<file path="config.mk">
export PLATFORM = sky130hd
export DESIGN_NAME = i2c_req_arbiter_flat
export DESIGN_NICKNAME = d
export VERILOG_FILES = /design/src/rtl/i2c_pkg.sv /design/src/rtl/i2c_req_arbiter_if.sv /design/src/rtl/i2c_rr_pick.sv /design/src/rtl/i2c_req_arbiter.sv /design/src/flat_wrapper.sv
export SDC_FILE = /design/constraint.sdc
export NUM_CORES = 1
export LEC_CHECK = 0
export CAP_MARGIN = 15
export CORE_ASPECT_RATIO = 1.5
export CORE_MARGIN = 3
export CORE_UTILIZATION = 39
export CTS_BUF_LIST = sky130_fd_sc_hd__clkbuf_4
export DETAILED_ROUTE_END_ITERATION = 7
export PLACE_DENSITY = 0.8
export SLEW_MARGIN = 10
export SYNTH_ARGS = -nofsm -noshare
export SYNTH_HDL_FRONTEND = slang
export SYNTH_SLANG_ARGS = --single-unit
</file>
<file path="constraint.sdc">
create_clock -name clk -period 2.6 [get_ports clk]
set_input_delay 0.39 -clock clk [delete_from_list [all_inputs] [get_ports clk]]
set_output_delay 0.39 -clock clk [all_outputs]
set_load 0.005 [all_outputs]
</file>
<file path="src/rtl/i2c_pkg.sv">
// ============================================================================
// Module      : i2c_pkg
// Description : Shared state encodings, defaults and pointer helper for the
//               I2C request arbiter.
// Revision    : 1.0 - initial release
// ============================================================================
`default_nettype none

package i2c_pkg;

    localparam int DEF_DATA_WIDTH = 8;

    localparam logic [3:0] ARB_IDLE   = 4'b0001;
    localparam logic [3:0] ARB_LAUNCH = 4'b0010;
    localparam logic [3:0] ARB_BUSY   = 4'b0100;
    localparam logic [3:0] ARB_DONE   = 4'b1000;

    typedef enum logic [3:0] {
        ST_IDLE   = ARB_IDLE,
        ST_LAUNCH = ARB_LAUNCH,
        ST_BUSY   = ARB_BUSY,
        ST_DONE   = ARB_DONE
    } arb_state_t;

    // Successor of a requester index, wrapping at num_req.
    function automatic int unsigned next_ptr(input int unsigned idx,
                                             input int unsigned num_req);
        return (idx + 1 >= num_req) ? 0 : idx + 1;
    endfunction

endpackage

`default_nettype wire

</file>
<file path="src/rtl/i2c_req_arbiter_if.sv">
// ============================================================================
// Module      : i2c_req_arbiter_if
// Description : Requester-side and master-side signals of the I2C arbiter.
//               slave = arbiter view, master = client/master-model view.
// Revision    : 1.0 - initial release
// ============================================================================
`default_nettype none

interface i2c_req_arbiter_if
    import i2c_pkg::*;
#(
    parameter int NUM_REQ    = 4,
    parameter int DATA_WIDTH = DEF_DATA_WIDTH
) ();

    logic [NUM_REQ-1:0]            req;
    logic [NUM_REQ*DATA_WIDTH-1:0] req_slv_addr;
    logic [NUM_REQ*DATA_WIDTH-1:0] req_reg_addr;
    logic [NUM_REQ*DATA_WIDTH-1:0] req_data;
    logic [NUM_REQ-1:0]            gnt;
    logic [NUM_REQ-1:0]            done;
    logic [NUM_REQ-1:0]            err;
    logic                          mst_wr_en;
    logic [DATA_WIDTH-1:0]         mst_slv_addr;
    logic [DATA_WIDTH-1:0]         mst_reg_addr;
    logic [DATA_WIDTH-1:0]         mst_data;
    logic                          mst_busy;

    modport slave (
        input  req, req_slv_addr, req_reg_addr, req_data, mst_busy,
        output gnt, done, err, mst_wr_en, mst_slv_addr, mst_reg_addr, mst_data
    );

    modport master (
        output req, req_slv_addr, req_reg_addr, req_data, mst_busy,
        input  gnt, done, err, mst_wr_en, mst_slv_addr, mst_reg_addr, mst_data
    );

endinterface

`default_nettype wire

</file>
<file path="src/rtl/i2c_rr_pick.sv">
// ============================================================================
// Module      : i2c_rr_pick
// Description : Combinational round-robin picker; first set request at or
//               after i_ptr (wrapping) wins.
// Revision    : 1.0 - initial release
// ============================================================================
`default_nettype none

module i2c_rr_pick #(
    parameter int NUM_REQ = 4,
    parameter int PTR_W   = 2
) (
    input  wire logic [NUM_REQ-1:0] i_req,
    input  wire logic [PTR_W-1:0]   i_ptr,
    output logic      [NUM_REQ-1:0] o_win,
    output logic                    o_valid
);

    always_comb begin
        int unsigned w_idx;
        o_win   = '0;
        o_valid = 1'b0;
        w_idx   = 0;
        for (int unsigned off = 0; off < NUM_REQ; off++) begin
            w_idx = (32'(i_ptr) + off) % NUM_REQ;
            if (!o_valid && i_req[w_idx]) begin
                o_win[w_idx] = 1'b1;
                o_valid      = 1'b1;
            end
        end
    end

endmodule

`default_nettype wire

</file>
<file path="src/rtl/i2c_req_arbiter.sv">
// ============================================================================
// Module      : i2c_req_arbiter
// Description : Round-robin arbiter/sequencer sharing one I2C master among
//               NUM_REQ requesters. Optional wait timeout: I2C_ARB_TIMEOUT_EN.
// Revision    : 1.0 - initial release
// ============================================================================
`default_nettype none

module i2c_req_arbiter
    import i2c_pkg::*;
#(
    parameter int NUM_REQ    = 4,
    parameter int DATA_WIDTH = DEF_DATA_WIDTH,
    parameter int TIMEOUT    = 1024
) (
    input  wire logic         clk,
    input  wire logic         rst,
    i2c_req_arbiter_if.slave  bus
);

    localparam int PTR_W = (NUM_REQ > 1) ? $clog2(NUM_REQ) : 1;

    arb_state_t              r_state;
    arb_state_t              w_state_nxt;
    logic [PTR_W-1:0]        r_ptr;
    logic [PTR_W-1:0]        r_owner;
    logic [NUM_REQ-1:0]      r_gnt;
    logic [DATA_WIDTH-1:0]   r_slv_addr;
    logic [DATA_WIDTH-1:0]   r_reg_addr;
    logic [DATA_WIDTH-1:0]   r_data;

    logic [NUM_REQ-1:0]      w_win;
    logic                    w_win_vld;
    logic [PTR_W-1:0]        w_win_idx;
    logic [DATA_WIDTH-1:0]   w_slv_addr;
    logic [DATA_WIDTH-1:0]   w_reg_addr;
    logic [DATA_WIDTH-1:0]   w_data;
    logic                    w_capture;
    logic                    w_cnt_exp;

    i2c_rr_pick #(
        .NUM_REQ (NUM_REQ),
        .PTR_W   (PTR_W)
    ) u_pick (
        .i_req   (bus.req),
        .i_ptr   (r_ptr),
        .o_win   (w_win),
        .o_valid (w_win_vld)
    );

    // Winner index and its field slices, selected by the one-hot winner.
    always_comb begin
        w_win_idx  = '0;
        w_slv_addr = '0;
        w_reg_addr = '0;
        w_data     = '0;
        for (int i = 0; i < NUM_REQ; i++) begin
            if (w_win[i]) begin
                w_win_idx  = PTR_W'(i);
                w_slv_addr = bus.req_slv_addr[i*DATA_WIDTH +: DATA_WIDTH];
                w_reg_addr = bus.req_reg_addr[i*DATA_WIDTH +: DATA_WIDTH];
                w_data     = bus.req_data[i*DATA_WIDTH +: DATA_WIDTH];
            end
        end
    end

    always_comb begin
        w_state_nxt = r_state;
        w_capture   = 1'b0;
        case (r_state)
            ST_IDLE: begin
                if (w_win_vld) begin
                    w_capture   = 1'b1;
                    w_state_nxt = ST_LAUNCH;
                end
            end
            ST_LAUNCH: begin
                if (bus.mst_busy)
                    w_state_nxt = ST_BUSY;
                else if (w_cnt_exp)
                    w_state_nxt = ST_DONE;
            end
            ST_BUSY: begin
                if (!bus.mst_busy || w_cnt_exp)
                    w_state_nxt = ST_DONE;
            end
            ST_DONE:  w_state_nxt = ST_IDLE;
            default:  w_state_nxt = ST_IDLE;
        endcase
    end

    always_ff @(posedge clk or posedge rst) begin
        if (rst) begin
            r_state    <= ST_IDLE;
            r_ptr      <= '0;
            r_owner    <= '0;
            r_gnt      <= '0;
            r_slv_addr <= '0;
            r_reg_addr <= '0;
            r_data     <= '0;
        end else begin
            r_state <= w_state_nxt;
            if (w_capture) begin
                r_gnt      <= w_win;
                r_owner    <= w_win_idx;
                r_slv_addr <= w_slv_addr;
                r_reg_addr <= w_reg_addr;
                r_data     <= w_data;
            end
            if (r_state == ST_DONE) begin
                r_gnt <= '0;
                r_ptr <= PTR_W'(next_ptr(32'(r_owner), NUM_REQ));
            end
        end
    end

`ifdef I2C_ARB_TIMEOUT_EN
    localparam int CNT_W = (TIMEOUT > 1) ? $clog2(TIMEOUT) : 1;

    logic [CNT_W-1:0] r_cnt;
    logic             r_err;
    logic             w_timeout;

    assign w_cnt_exp = (r_cnt == CNT_W'(TIMEOUT - 1));
    // Expiry only counts when the normal exit condition is absent this cycle.
    assign w_timeout = w_cnt_exp &&
                       (((r_state == ST_LAUNCH) && !bus.mst_busy) ||
                        ((r_state == ST_BUSY)   &&  bus.mst_busy));

    always_ff @(posedge clk or posedge rst) begin
        if (rst) begin
            r_cnt <= '0;
            r_err <= 1'b0;
        end else begin
            if (w_state_nxt != r_state)
                r_cnt <= '0;
            else if ((r_state == ST_LAUNCH) || (r_state == ST_BUSY))
                r_cnt <= r_cnt + 1'b1;
            r_err <= w_timeout;
        end
    end

    assign bus.err = ((r_state == ST_DONE) && r_err) ? r_gnt : '0;
`else
    assign w_cnt_exp = 1'b0;
    assign bus.err   = '0;
`endif

    assign bus.gnt          = r_gnt;
    assign bus.done         = (r_state == ST_DONE) ? r_gnt : '0;
    assign bus.mst_wr_en    = (r_state == ST_LAUNCH);
    assign bus.mst_slv_addr = r_slv_addr;
    assign bus.mst_reg_addr = r_reg_addr;
    assign bus.mst_data     = r_data;

endmodule

`default_nettype wire

</file>
<file path="src/flat_wrapper.sv">
// flat-port wrapper written by rule: the top's interface ports become plain ports
module i2c_req_arbiter_flat import i2c_pkg::*;
#(
    parameter int NUM_REQ    = 4,
    parameter int DATA_WIDTH = DEF_DATA_WIDTH,
    parameter int TIMEOUT    = 1024
)
  (clk, rst, bus_req, bus_req_slv_addr, bus_req_reg_addr, bus_req_data, bus_mst_busy, bus_gnt, bus_done, bus_err, bus_mst_wr_en, bus_mst_slv_addr, bus_mst_reg_addr, bus_mst_data);
  i2c_req_arbiter_if #(.NUM_REQ(NUM_REQ), .DATA_WIDTH(DATA_WIDTH)) bus_i ();
  input  wire logic clk;
  input  wire logic rst;
  input wire logic [$bits(bus_i.req)-1:0] bus_req;
  input wire logic [$bits(bus_i.req_slv_addr)-1:0] bus_req_slv_addr;
  input wire logic [$bits(bus_i.req_reg_addr)-1:0] bus_req_reg_addr;
  input wire logic [$bits(bus_i.req_data)-1:0] bus_req_data;
  input wire logic [$bits(bus_i.mst_busy)-1:0] bus_mst_busy;
  output wire logic [$bits(bus_i.gnt)-1:0] bus_gnt;
  output wire logic [$bits(bus_i.done)-1:0] bus_done;
  output wire logic [$bits(bus_i.err)-1:0] bus_err;
  output wire logic [$bits(bus_i.mst_wr_en)-1:0] bus_mst_wr_en;
  output wire logic [$bits(bus_i.mst_slv_addr)-1:0] bus_mst_slv_addr;
  output wire logic [$bits(bus_i.mst_reg_addr)-1:0] bus_mst_reg_addr;
  output wire logic [$bits(bus_i.mst_data)-1:0] bus_mst_data;
  assign bus_i.req = bus_req;
  assign bus_i.req_slv_addr = bus_req_slv_addr;
  assign bus_i.req_reg_addr = bus_req_reg_addr;
  assign bus_i.req_data = bus_req_data;
  assign bus_i.mst_busy = bus_mst_busy;
  assign bus_gnt = bus_i.gnt;
  assign bus_done = bus_i.done;
  assign bus_err = bus_i.err;
  assign bus_mst_wr_en = bus_i.mst_wr_en;
  assign bus_mst_slv_addr = bus_i.mst_slv_addr;
  assign bus_mst_reg_addr = bus_i.mst_reg_addr;
  assign bus_mst_data = bus_i.mst_data;
  i2c_req_arbiter #(.NUM_REQ(NUM_REQ), .DATA_WIDTH(DATA_WIDTH), .TIMEOUT(TIMEOUT)) u_core (.clk(clk), .rst(rst), .bus(bus_i));
endmodule
</file>
After elaboration in Yosys (flattened, before gate mapping)

Index checks and enable logic that the tools add are counted.

Add/sub/neg operators: 4
$mul: 0
Divide/modulo/power cells: 0
Magnitude comparators: 9
Eq/ne operators: 7
Shift-type cells: 0
Muxes and demuxes: 49
Bitwise logic cells: 3
Reductions and logical operators: 12

Operators with widths:

| kind                | count |
|---|---|
| $mux 8              | 12 |
| $mux 4              | 10 |
| $mux 1              | 15 |
| $lt 2x3->1 const B  | 4 |
| $or 4x4->4          | 3 |
| $pmux 4 s3          | 1 |
| $bmux 1 s2          | 4 |
| $demux 1 s2         | 4 |
| $ge 2x1->1 const B  | 4 |
| $logic_and 1x1->1   | 7 |
| $mux 2              | 3 |
| $ne 2x2->1 const B  | 3 |
| $add 2x2->2 const B | 2 |
| $eq 4x1->1 const B  | 1 |
| $eq 4x2->1 const B  | 1 |
| $eq 4x3->1 const B  | 1 |
| $eq 4x4->1 const B  | 1 |
| $add 2x1->3 const B | 1 |
| $ge 3x3->1 const B  | 1 |
| $logic_not 1->1     | 3 |
| $reduce_and 3->1    | 1 |
| $add 2x1->2 const B | 1 |
| $reduce_bool 2->1   | 1 |

Register bits: 36
Latch bits: 0
Bits in writable memories: 0
Bits in read-only memories: 0
Input port bits: 103
Logic and storage cells: 91
Memories kept: 0

Longest topological paths before layout

Gate-level depths: netlist (run 1).

Depth after elaboration: 16
Mapped depth: 10
Gate-level depth less buffers: 8

Cells and area by module

From an unflattened synthesis (run 1), not the netlist that was laid out.

Cells, all modules: 348
Area total of the unflattened synthesis: 2,849.0 µm²

By module, submodules not included:

| module          | times used | cells an instance | area an instance (µm²) | sequential area each (µm²) |
|---|---|---|---|---|
| i2c_req_arbiter | 1          | 286               | 2,354.8                | 902.1 |
| i2c_rr_pick     | 1          | 62                | 494.2                  | 0.0 |

Worst setup path before layout (run 1)

No wires, ideal clock.

Path type: register to register
Start: register u_core.r_ptr[0]
End: register u_core.r_reg_addr[0] (netlist: u_core.bus.mst_reg_addr[0])
Arrival: 2,731 ps
Data required time: 2,462 ps
Slack: -269 ps
Cell stages (with the launch flop): 11
Cell sequence: dfrtp_1 -> inv_1 -> ha_1 -> or3b_1 -> a2111oi_4 -> o21ai_1 -> and3_1 -> buf_2 -> nand2_1 -> clkbuf_1 -> o211ai_1

Cells in the longest elaborated chain, start to end: 16
Elaborated cells on any way between the ends: 54
Classes of those cells: 3 x add/sub; 8 x order compare; 30 x mux; 3 x bitwise; 10 x reduce/logical

RTL lines:

| element                                                             | line                   | source |
|---|---|---|
| start: declaration                                                  | i2c_req_arbiter.sv:25  | `logic [PTR_W-1:0] r_ptr;` |
| start signal: assignment                                            | i2c_req_arbiter.sv:112 | `r_ptr <= PTR_W'(next_ptr(32'(r_owner), NUM_REQ));` |
| parallel branches: the longest is 16 deep, another holds $lt 2x3->1 | --                     |  |
| end signal: assignment                                              | i2c_req_arbiter.sv:107 | `r_reg_addr <= w_reg_addr;` |
| end: declaration                                                    | i2c_req_arbiter.sv:29  | `logic [DATA_WIDTH-1:0] r_reg_addr;` |

Several ways; the timed one is not identified. The select of a mux whose other input is x is not followed.
A chain may end at the register's enable or synchronous reset.

Worst setup path after layout (run 1)

Start: register u_core.r_ptr[0]
End: register u_core.r_data[6] (netlist: u_core.bus.mst_data[6])

Cells in the longest elaborated chain, start to end: 16
Elaborated cells on any way between the ends: 54
Classes of those cells: 3 x add/sub; 8 x order compare; 30 x mux; 3 x bitwise; 10 x reduce/logical

RTL lines:

| element                                                             | line                   | source |
|---|---|---|
| parallel branches: the longest is 16 deep, another holds $lt 2x3->1 | --                     |  |
| end signal: assignment                                              | i2c_req_arbiter.sv:108 | `r_data <= w_data;` |
| end: declaration                                                    | i2c_req_arbiter.sv:30  | `logic [DATA_WIDTH-1:0] r_data;` |

Several ways; the timed one is not identified. The select of a mux whose other input is x is not followed.

==> metrics.cfg, run 1 <==
[run_status]
run_status=completed

[timing]
setup_viol_count_final=0
setup-tns-final_ns=0
setup_ws_ns=0.0372
period_share_pct=98.6
tightest_slew_ns=0.597
final.min_clock_period_ns=2.56
maxSlewHeadroom_pct=60.1
hold_viol_final=0
grt_setup_unrepaired=true
drv_slew=0
fin_skew_ns=0.0105
clock.fmax_mhz=390
whs_ns=0.431

[worst_setup_path]
worstSetupPathType=reg2reg
crit_required_ns=2.86
cp.arrival_ns=2.82
startpoint_type=register
critPathMaxFanout=20
end_kind=register
critPathSlowestCell=dfrtp_2
critical_path.cell_chain=inv_4, ha_4, or3b_4, a2111oi_4, o21ai_2, a2111oi_4, buf_6, nand4_1, o211ai_1
critical_path.most_common_cell=a2111oi_4
cpPeakStageDelay_ns=0.46

[placed_design]
port-buffer-count=135
pre_cts_ws_ns=-0.304
place_inst=581
globalplace.congestion=0.941
dp_hpwl_um=8030
placed_area_um2=4660

[routing]
antenna_left=0
highest_layer=met4
wl_per_cell_um=17.7
drt-pass1-iter-count=4
via_count=3348
remaining_drc_errors=0
drt_iter0_drc=225
drt-met1-wl_um=3890
met3_length_um=686
vias_per_cell=5.66
wl_met2_um=5610
wirelength_um=10500

[layout]
multi_input_area_um2=1790
layout-drive-gt1-share_pct=17.1
nFillCells=605
seqCellArea_um2=903
fin_area_um2=4790
fin_nets=601
area.growth.synth_to_final_pct=62.4
final_util_pct=65.8
final_cells=591
antenna_cells=0

[power]
p_total_mw=4.67
power_frac_seq_pct=21.5
ir_drop_mv=0.480
p_clk_share_pct=6.9
intPower_mw=2.67
powerDensity_nw_per_um2=975
combPwrFrac_pct=71.6
p_sw_share_pct=42.7
p_leak_nw=2.03
p_sw_mw=1.99

[synth]
synth-main-ff-cell=dfrtp_1
syn_area_um2=2950
ys_types=51
yosysWarnings=0
synth.ff_latch_count=36
synth-edff-count=0
synthCells=331
ys_async_sr_fraction_pct=100
ys_seq_area_share_pct=30.6
postSynthAreaPerCell_um2=8.91

[global_routing]
grt_pass1_vias=3551
globalRouteOverflowTotal=0
grt_pass1_wl_um=16600
antenna_found_initial=0
grt_usage_pct=23.7
grt_max_degree=37

[flow_run]
drv_cap=0

[cts]
clockRootBuffer=clkbuf_4
cts_buffer_depth=2
cts_made_buffers=5
cts_tree=built
worstSkewPairLatency_ns=0.36
clkSinkCount=36
clk_pin_slew_ns=0.12
htree_levels=2

[die]
num_rows=38
start_util_pct=40.5
die_x_um=77
die-area_um2=8660
fp.dieH_um=113
core_area_um2=7270
io-pin-count=140

[hold_path]
hp-class=in2async

## metal layers
layer	vias up	GRT usage [%]
met3	26	4.33
met4	0	9.38
met1	1613	26.2
met2	163	44.1
li1	1546	-
met5	-	0
## registers in the layout, summed over array words and instances (netlist names)
signal                   count
u_core.bus.gnt               4
u_core.bus.mst_data          8
u_core.bus.mst_reg_addr      8
u_core.bus.mst_slv_addr      8
u_core.r_owner               2
u_core.r_ptr                 2
u_core.r_state               4
## critical path: cells and delay by family, from the launching register on
kind | cells | cell delay, ns
AO/OA/AOI/OAI | 4 | 0.97
AND/OR/NAND/NOR | 2 | 0.51
flip-flops | 1 | 0.46
buffers and inverters | 2 | 0.32
adder cells (fa/ha/maj) | 1 | 0.21
## cells by family (layout without fill, tap and decap cells)
kind of cell	after synthesis	count (layout)	synth area share (%)
adder cells (fa/ha/maj)	8	8	3.39
AND/OR/NAND/NOR	103	103	19.6
flip-flops	36	36	30.6
XOR/XNOR	1	1	0.297
multiplexers	24	24	9.55
buffers and inverters	65	222	12.0
AO/OA/AOI/OAI	93	93	24.4
other	1	4	0.127
## cell usage after synthesis, types with 2 or more instances
cell type	number	area share, %
inv_1	31	3.9
mux2i_1	21	7.1
nand2_1	32	4.1
dfrtp_1	35	30
o22ai_1	3	0.64
buf_4	4	1.0
nor3_1	3	0.51
buf_6	10	3.8
nor2_1	5	0.64
o21ai_1	6	1.0
a31oi_1	23	4.9
o211ai_1	22	5.6
nor3b_1	4	1.0
buf_2	3	0.51
nor4b_1	4	1.2
ha_1	8	3.4
mux4_2	2	1.5
nand2b_1	3	0.64
clkbuf_1	16	2.0
and2_1	6	1.3
nand4_1	22	4.7
and3_1	2	0.42
a41oi_1	2	0.59
a2bb2oi_1	22	6.5
nand3_1	8	1.4
or3_1	3	0.64
a21oi_1	2	0.34
o31ai_1	2	0.51
a2111oi_4	2	1.9
nand3b_1	2	0.51
o21ai_0	3	0.51
## area by class of cell
cell class              count  area share [%]
clock buffers               7            1.10
clock inverters             1           0.104
inverters                  31            2.48
multi-input cells         233            37.3
flip-flops and latches     36            18.9
well taps                 100            2.61
repair buffers            183            37.5
## power groups by stage
stage / registers (mW) / clock network [mW] / logic, mW
floorplan: 0.987 / 0 / 1.94
global placement: 0.994 / 0 / 3.14
detailed placement: 1.01 / 0 / 3.22
CTS: 0.997 / 0.329 / 3.24
global route: 1.03 / 0.348 / 3.57
finish: 1.00 / 0.323 / 3.34
## final timing paths
check / start / to / cells after the start / slack [ns]
setup / recovery: u_core.r_ptr[0] / u_core.bus.mst_data[6] / 9 / 0.04
hold / removal: rst / u_core.bus.mst_slv_addr[6] / 3 / 0.43
setup reg to reg: u_core.r_ptr[0] / u_core.bus.mst_data[6] / 9 / 0.04
hold reg to reg: u_core.bus.mst_slv_addr[2] / u_core.bus.mst_slv_addr[2] / 2 / 0.52
max in group asynchronous: rst / u_core.r_ptr[0] / 3 / 1.79
min in group clk: u_core.bus.mst_slv_addr[2] / u_core.bus.mst_slv_addr[2] / 2 / 0.52
## cells in the final DEF (no fill, tap or decap), types with 21 or more instances in the layout
| cell type | netlist | layout |
|---|---|---|
| nand2_1 | 32 | 32 |
| a2bb2oi_1 | 22 | 22 |
| dfrtp_1 | 35 | 34 |
| clkdlybuf4s50_1 | 0 | 135 |
| buf_4 | 4 | 39 |
| a31oi_1 | 23 | 23 |
| o211ai_1 | 22 | 22 |
| mux2i_1 | 21 | 21 |
| nand4_1 | 22 | 22 |
| inv_1 | 31 | 29 |
## repair_timing
action | 4_1_cts | 5_1_grt
buffers inserted | 0 | 2
resized for setup | 1 | 12
pin swaps | 0 | 8
setup endpoints to repair | 3 | 28
hold buffers | 0 | 0
Power figures use the tool's default switching activity.
==> inputs of run 2 (changes only) <==
--- a/config.mk
+++ b/config.mk
@@ -9,3 +9,2 @@
 export CORE_ASPECT_RATIO = 1.5
-export CORE_MARGIN = 3
 export CORE_UTILIZATION = 39
==> constraint.sdc (replaced) <==
create_clock -name clk -period 2.1 [get_ports clk]
set_input_delay 0.42 -clock clk [delete_from_list [all_inputs] [get_ports clk]]
set_output_delay 0.42 -clock clk [all_outputs]
set_load 0.005 [all_outputs]
==> run 2 against run 1 <==
Routed wire length up 5.0%; die area shrank 8.6%; critical path depth up 1; critical path type unchanged; the run now ends with setup timing left; clock power is 15% higher; utilization rose by 3.5 points; clock skew rose by 0.0039 ns; clock-buffer cell count down 2; maximum frequency fell by 3.1%; hold slack gained 0.0085 ns; total power is 36% higher; sequential share of layout area shrank 0.96 points; highest routed layer unchanged.
==> metrics.cfg, run 2 (synthesis results as in run 1) <==
[routing]
wl_per_cell_um=18.2
via_count=3400
vias_per_cell=5.62
wirelength_um=11000
remaining_drc_errors=0
drt-pass1-iter-count=5
drt_iter0_drc=239
antenna_left=0

[global_routing]
grt_usage_pct=27.8
grt_max_degree=37
globalRouteOverflowTotal=0
grt_pass1_wl_um=16900
grt_pass1_vias=3499
antenna_found_initial=0

[cts]
cts_buffer_depth=2
cts_hold_buf=0
clockRootBuffer=clkbuf_4
worstSkewPairLatency_ns=0.36
htree_levels=2
clk_pin_slew_ns=0.12
clkSinkCount=36
cts_made_buffers=5
cts_tree=built

[timing]
grt_setup_unrepaired=true
fin_skew_ns=0.0144
setup_ws_ns=-0.545
clock.fmax_mhz=378
period_share_pct=126
hold_viol_final=0
final.min_clock_period_ns=2.64
tightest_slew_ns=0.721
setup_viol_count_final=30
maxSlewHeadroom_pct=51.7
drv_slew=0

[die]
io-pin-count=140
start_util_pct=40.5
core_area_um2=7270
num_rows=38
die-area_um2=7920
die_x_um=73
fp.dieH_um=109

[layout]
mostFrequentLayoutCells=clkdlybuf4s50_1 (129), buf_4 (35), dfrtp_1 (34)
fin_nets=615
final_common_cell=clkdlybuf4s50_1
layout-drive-gt1-share_pct=22.8
antenna_cells=0
final_cells=605
final_util_pct=69.4
nFillCells=554
area.growth.synth_to_final_pct=71.1

[worst_setup_path]
critical_path.cell_chain=inv_4, ha_4, or3b_4, a2111oi_4, o21ai_2, a2111oi_4, buf_4, buf_6, nand3_2, a41oi_2
crit_family=compound AO/OA/AOI/OAI gates
cpPeakStageDelay_ns=0.45
end_kind=register
worstSetupPathType=reg2reg
cp.arrival_ns=2.94
crit_required_ns=2.39
path_buf_inv=3
startpoint_type=register
cp.depth=10
critical_path.most_common_cell=a2111oi_4
ff2ff_path_depth=10
critPathMaxFanout=6
critPathSlowestCell=dfrtp_2

[power]
ir_drop_mv=0.776
p_clk_share_pct=5.8
powerDensity_nw_per_um2=1260
combPwrFrac_pct=75.0
p_leak_nw=2.15
p_sw_share_pct=42.4
p_sw_mw=2.70
power_frac_seq_pct=19.2
intPower_mw=3.67

[flow_run]
drv_cap=0

[run_status]
run_status=finished with violations
violations=setup timing

[placed_design]
place_inst=582
globalplace.congestion=0.856
dp_hpwl_um=7960
port-buffer-count=135

[hold_path]
hp-class=in2async

## run 2: what timing repair did
action                     4_1_cts  5_1_grt
setup endpoints to repair       35       33
setup buffers                    7        2
pin swaps                       29       22
gates cloned                     6        0
gates resized for setup         39       24
## run 2: area by class of cell
| cell class | instances | area [um2] | area share, % |
|---|---|---|---|
| timing repair buffer | 197 | 1970 | 39.0 |
| multi-input combinational | 233 | 1880 | 37.2 |
| sequential | 36 | 903 | 17.9 |
| tap | 100 | 125 | 2.48 |
| inverter | 31 | 119 | 2.35 |
| clock buffer | 5 | 37.5 | 0.744 |
| clock inverter | 3 | 13.8 | 0.273 |
## run 2: stage by stage
step	setup WS, ns	setup TNS (ns)	total power [mW]	hold slack (ns)	cell area (um2)
2_1_floorplan	-0.491	-12.45	3.67	0.493	3000
3_3_place_gp	-0.773	-20.66	5.21	0.495	4710
3_5_place_dp	-0.826	-22.22	5.34	0.498	4710
4_1_cts	-0.456	-11.45	6.16	0.452	4960
5_1_grt	-0.637	-16.08	6.73	0.489	5050
6_report	-0.545	-12.90	6.37	0.440	5050
## run 2: power groups by stage
stage | logic (mW) | clock network (mW) | registers, mW
floorplan | 2.45 | 0 | 1.22
global placement | 4.00 | 0 | 1.21
detailed placement | 4.12 | 0 | 1.22
CTS | 4.56 | 0.381 | 1.21
global route | 5.08 | 0.401 | 1.25
finish | 4.78 | 0.371 | 1.22
## run 2: worst reg2reg max path, delay by kind of cell, from the launching register on
family / cells / cell delay [ns]
adder cells (fa/ha/maj): 1 / 0.20
AO/OA/AOI/OAI: 4 / 1.05
AND/OR/NAND/NOR: 2 / 0.45
buffers and inverters: 3 / 0.43
flip-flops: 1 / 0.45
## run 2: final timing paths
kind | slack, ns | startpoint | end
setup / recovery | -0.54 | u_core.r_ptr[0] | u_core.bus.mst_slv_addr[5]
hold / removal | 0.44 | rst | u_core.bus.mst_slv_addr[3]
setup reg to reg | -0.54 | u_core.r_ptr[0] | u_core.bus.mst_slv_addr[5]
hold reg to reg | 0.53 | u_core.bus.mst_slv_addr[2] | u_core.bus.mst_slv_addr[2]
max in group asynchronous | 1.29 | rst | u_core.r_state[0]
min in group clk | 0.53 | u_core.bus.mst_slv_addr[2] | u_core.bus.mst_slv_addr[2]
## run 2: per-layer routing
metal  vias to the layer above  GRT usage (%)  part of all wire (%)
li1                       1572              -                     -
met1                      1627           31.3                    37
met2                       167           50.7                    54
met3                        34           3.17                   5.5
met4                         0           14.0                   3.6
met5                         -              0                     0
==> inputs of run 3 (changes only) <==
CORE_UTILIZATION = 35   (was 39)
MAX_ROUTING_LAYER = met4   (was not set)
PLACE_DENSITY = 0.73   (was 0.8)
==> run 3 against run 2 <==
Clock-buffer cell count grew 1; largest power group unchanged; clock skew shrank 0.0063 ns; hold slack gained 0.019 ns; first-iteration DRC count shrank 25%; final cell count grew 1.5%; final area grew 1.7%; largest cell class unchanged; sequential power is essentially flat; register-to-register slack gained 0.02 ns; total power grew 0.40%; the run still ends with setup timing left; die area grew 11%; via count grew 0.32%; worst setup slack gained 0.017 ns.
==> metrics.cfg, run 3 (synthesis results as in run 1) <==
[worst_setup_path]
worstReg2RegEnd=u_core.bus.mst_data[0]
end_kind=register
startpoint_type=register
worstSetupPathType=reg2reg
critPathMaxFanout=9
ff2ff_path_depth=9
crit_required_ns=2.33
r2r-start=u_core.r_ptr[0]
cp.arrival_ns=2.86
r2r_slack_ns=-0.53

[cts]
cts_hold_buf=0
cts_buffer_depth=2
cts_made_buffers=5
cts_tree=built
worstSkewPairLatency_ns=0.35
htree_levels=2
clockRootBuffer=clkbuf_4
clkSinkCount=36
clk_pin_slew_ns=0.11

[layout]
final_util_pct=63.3
final_common_cell=clkdlybuf4s50_1
fin_nets=619
mostFrequentLayoutCells=clkdlybuf4s50_1 (128), buf_4 (40), dfrtp_1 (34)
nFillCells=689
area.growth.synth_to_final_pct=74.0
layout-drive-gt1-share_pct=24.4
antenna_cells=0

[timing]
grt_setup_unrepaired=true
fin_skew_ns=0.00812
hold_viol_final=0
whs_ns=0.458
final.min_clock_period_ns=2.63
drv_slew=0
period_share_pct=125
setup_ws_ns=-0.527
setup_viol_count_final=30
clock.fmax_mhz=381

[run_status]
violations=setup timing
run_status=finished with violations

[routing]
via_count=3411
drt_iter0_drc=179
wirelength_um=10900
drt-pass1-iter-count=4
antenna_left=0
remaining_drc_errors=0
wl_per_cell_um=17.8
vias_per_cell=5.56

[placed_design]
dp_hpwl_um=7880
port-buffer-count=135
globalplace.congestion=0.867

[global_routing]
grt_pass1_wl_um=17000
antenna_found_initial=0
grt_usage_pct=25.1
grt_pass1_vias=3588
globalRouteOverflowTotal=0
grt_max_degree=37

[die]
num_rows=40
start_util_pct=36.4
die-area_um2=8800
die_x_um=77.0
fp.dieH_um=114
core_area_um2=8110
io-pin-count=140

[power]
powerDensity_nw_per_um2=1250
p_leak_nw=2.20
ir_drop_mv=0.717

[hold_path]
hp-class=in2async

[flow_run]
drv_cap=0

## run 3: how the worst max path moves through the flow
stage,from,end,slack [ns]
after global placement,bus_req[3],u_core.bus.mst_slv_addr[2],-0.75
after floorplan,u_core.r_ptr[0],u_core.bus.mst_data[0],-0.49
final,u_core.r_ptr[0],u_core.bus.mst_data[0],-0.53
after detailed placement,bus_req[0],u_core.bus.mst_data[3],-0.81
after global routing,u_core.r_ptr[0],u_core.bus.mst_reg_addr[2],-0.61
after CTS,u_core.r_ptr[0],u_core.bus.mst_reg_addr[4],-0.48
## run 3: report_power, final
| group | internal, mW | total (mW) | switching [mW] | leakage (nW) |
|---|---|---|---|---|
| combinational | 2.55 | 4.79 | 2.24 | 1.71 |
| clock | 0.137 | 0.382 | 0.245 | 0.0307 |
| sequential | 1.01 | 1.22 | 0.208 | 0.455 |
## run 3: per-stage QoR
stage | cell area [um2] | worst slack (ns) | total power, mW | setup TNS [ns] | instances
6_report | 5130 | -0.527 | 6.39 | -13.14 | 614
5_1_grt | 5130 | -0.614 | 6.77 | -16.08 | 614
4_1_cts | 4920 | -0.480 | 5.95 | -12.21 | 608
3_5_place_dp | 4690 | -0.809 | 5.22 | -22.04 | 591
3_3_place_gp | 4690 | -0.751 | 5.12 | -20.13 | 591
2_1_floorplan | 3000 | -0.491 | 3.67 | -12.45 | 334
## run 3: routing by layer
| metal | part of all wire [%] | routed length (um) | vias up | GRT usage, % |
|---|---|---|---|---|
| li1 | - | - | 1581 | - |
| met4 | 2.4 | 261 | 0 | 11.5 |
| met3 | 5.6 | 611 | 23 | 3.67 |
| met1 | 37 | 4030 | 1639 | 26.9 |
| met2 | 55 | 6040 | 168 | 45.4 |
| met5 | 0 | 0 | - | - |
## run 3: what timing repair did
item                                    4_1_cts  5_1_grt
buffers inserted                              7        3
gates cloned                                  2        3
endpoints found under the setup margin       35       31
resized for setup                            39       28
pin swaps                                    12       23
## run 3: worst max-delay path, stage by stage, from the launching register on
cell and delay, ns:
dfrtp_2 0.41, buf_4 0.19, mux4_2 0.62, buf_6 0.16
and2_1 0.17, o21ai_2 0.19, and3_4 0.31, buf_4 0.17
a2bb2oi_1 0.18, o211ai_1 0.10
## run 3: cell type report
class	count	area, um2	area share [%]
inverters	31	119	2.32
repair buffers	201	2010	39.2
clock buffers	6	45.0	0.878
flip-flops and latches	36	903	17.6
well taps	105	131	2.56
multi-input cells	233	1920	37.3
clock inverters	2	7.51	0.146
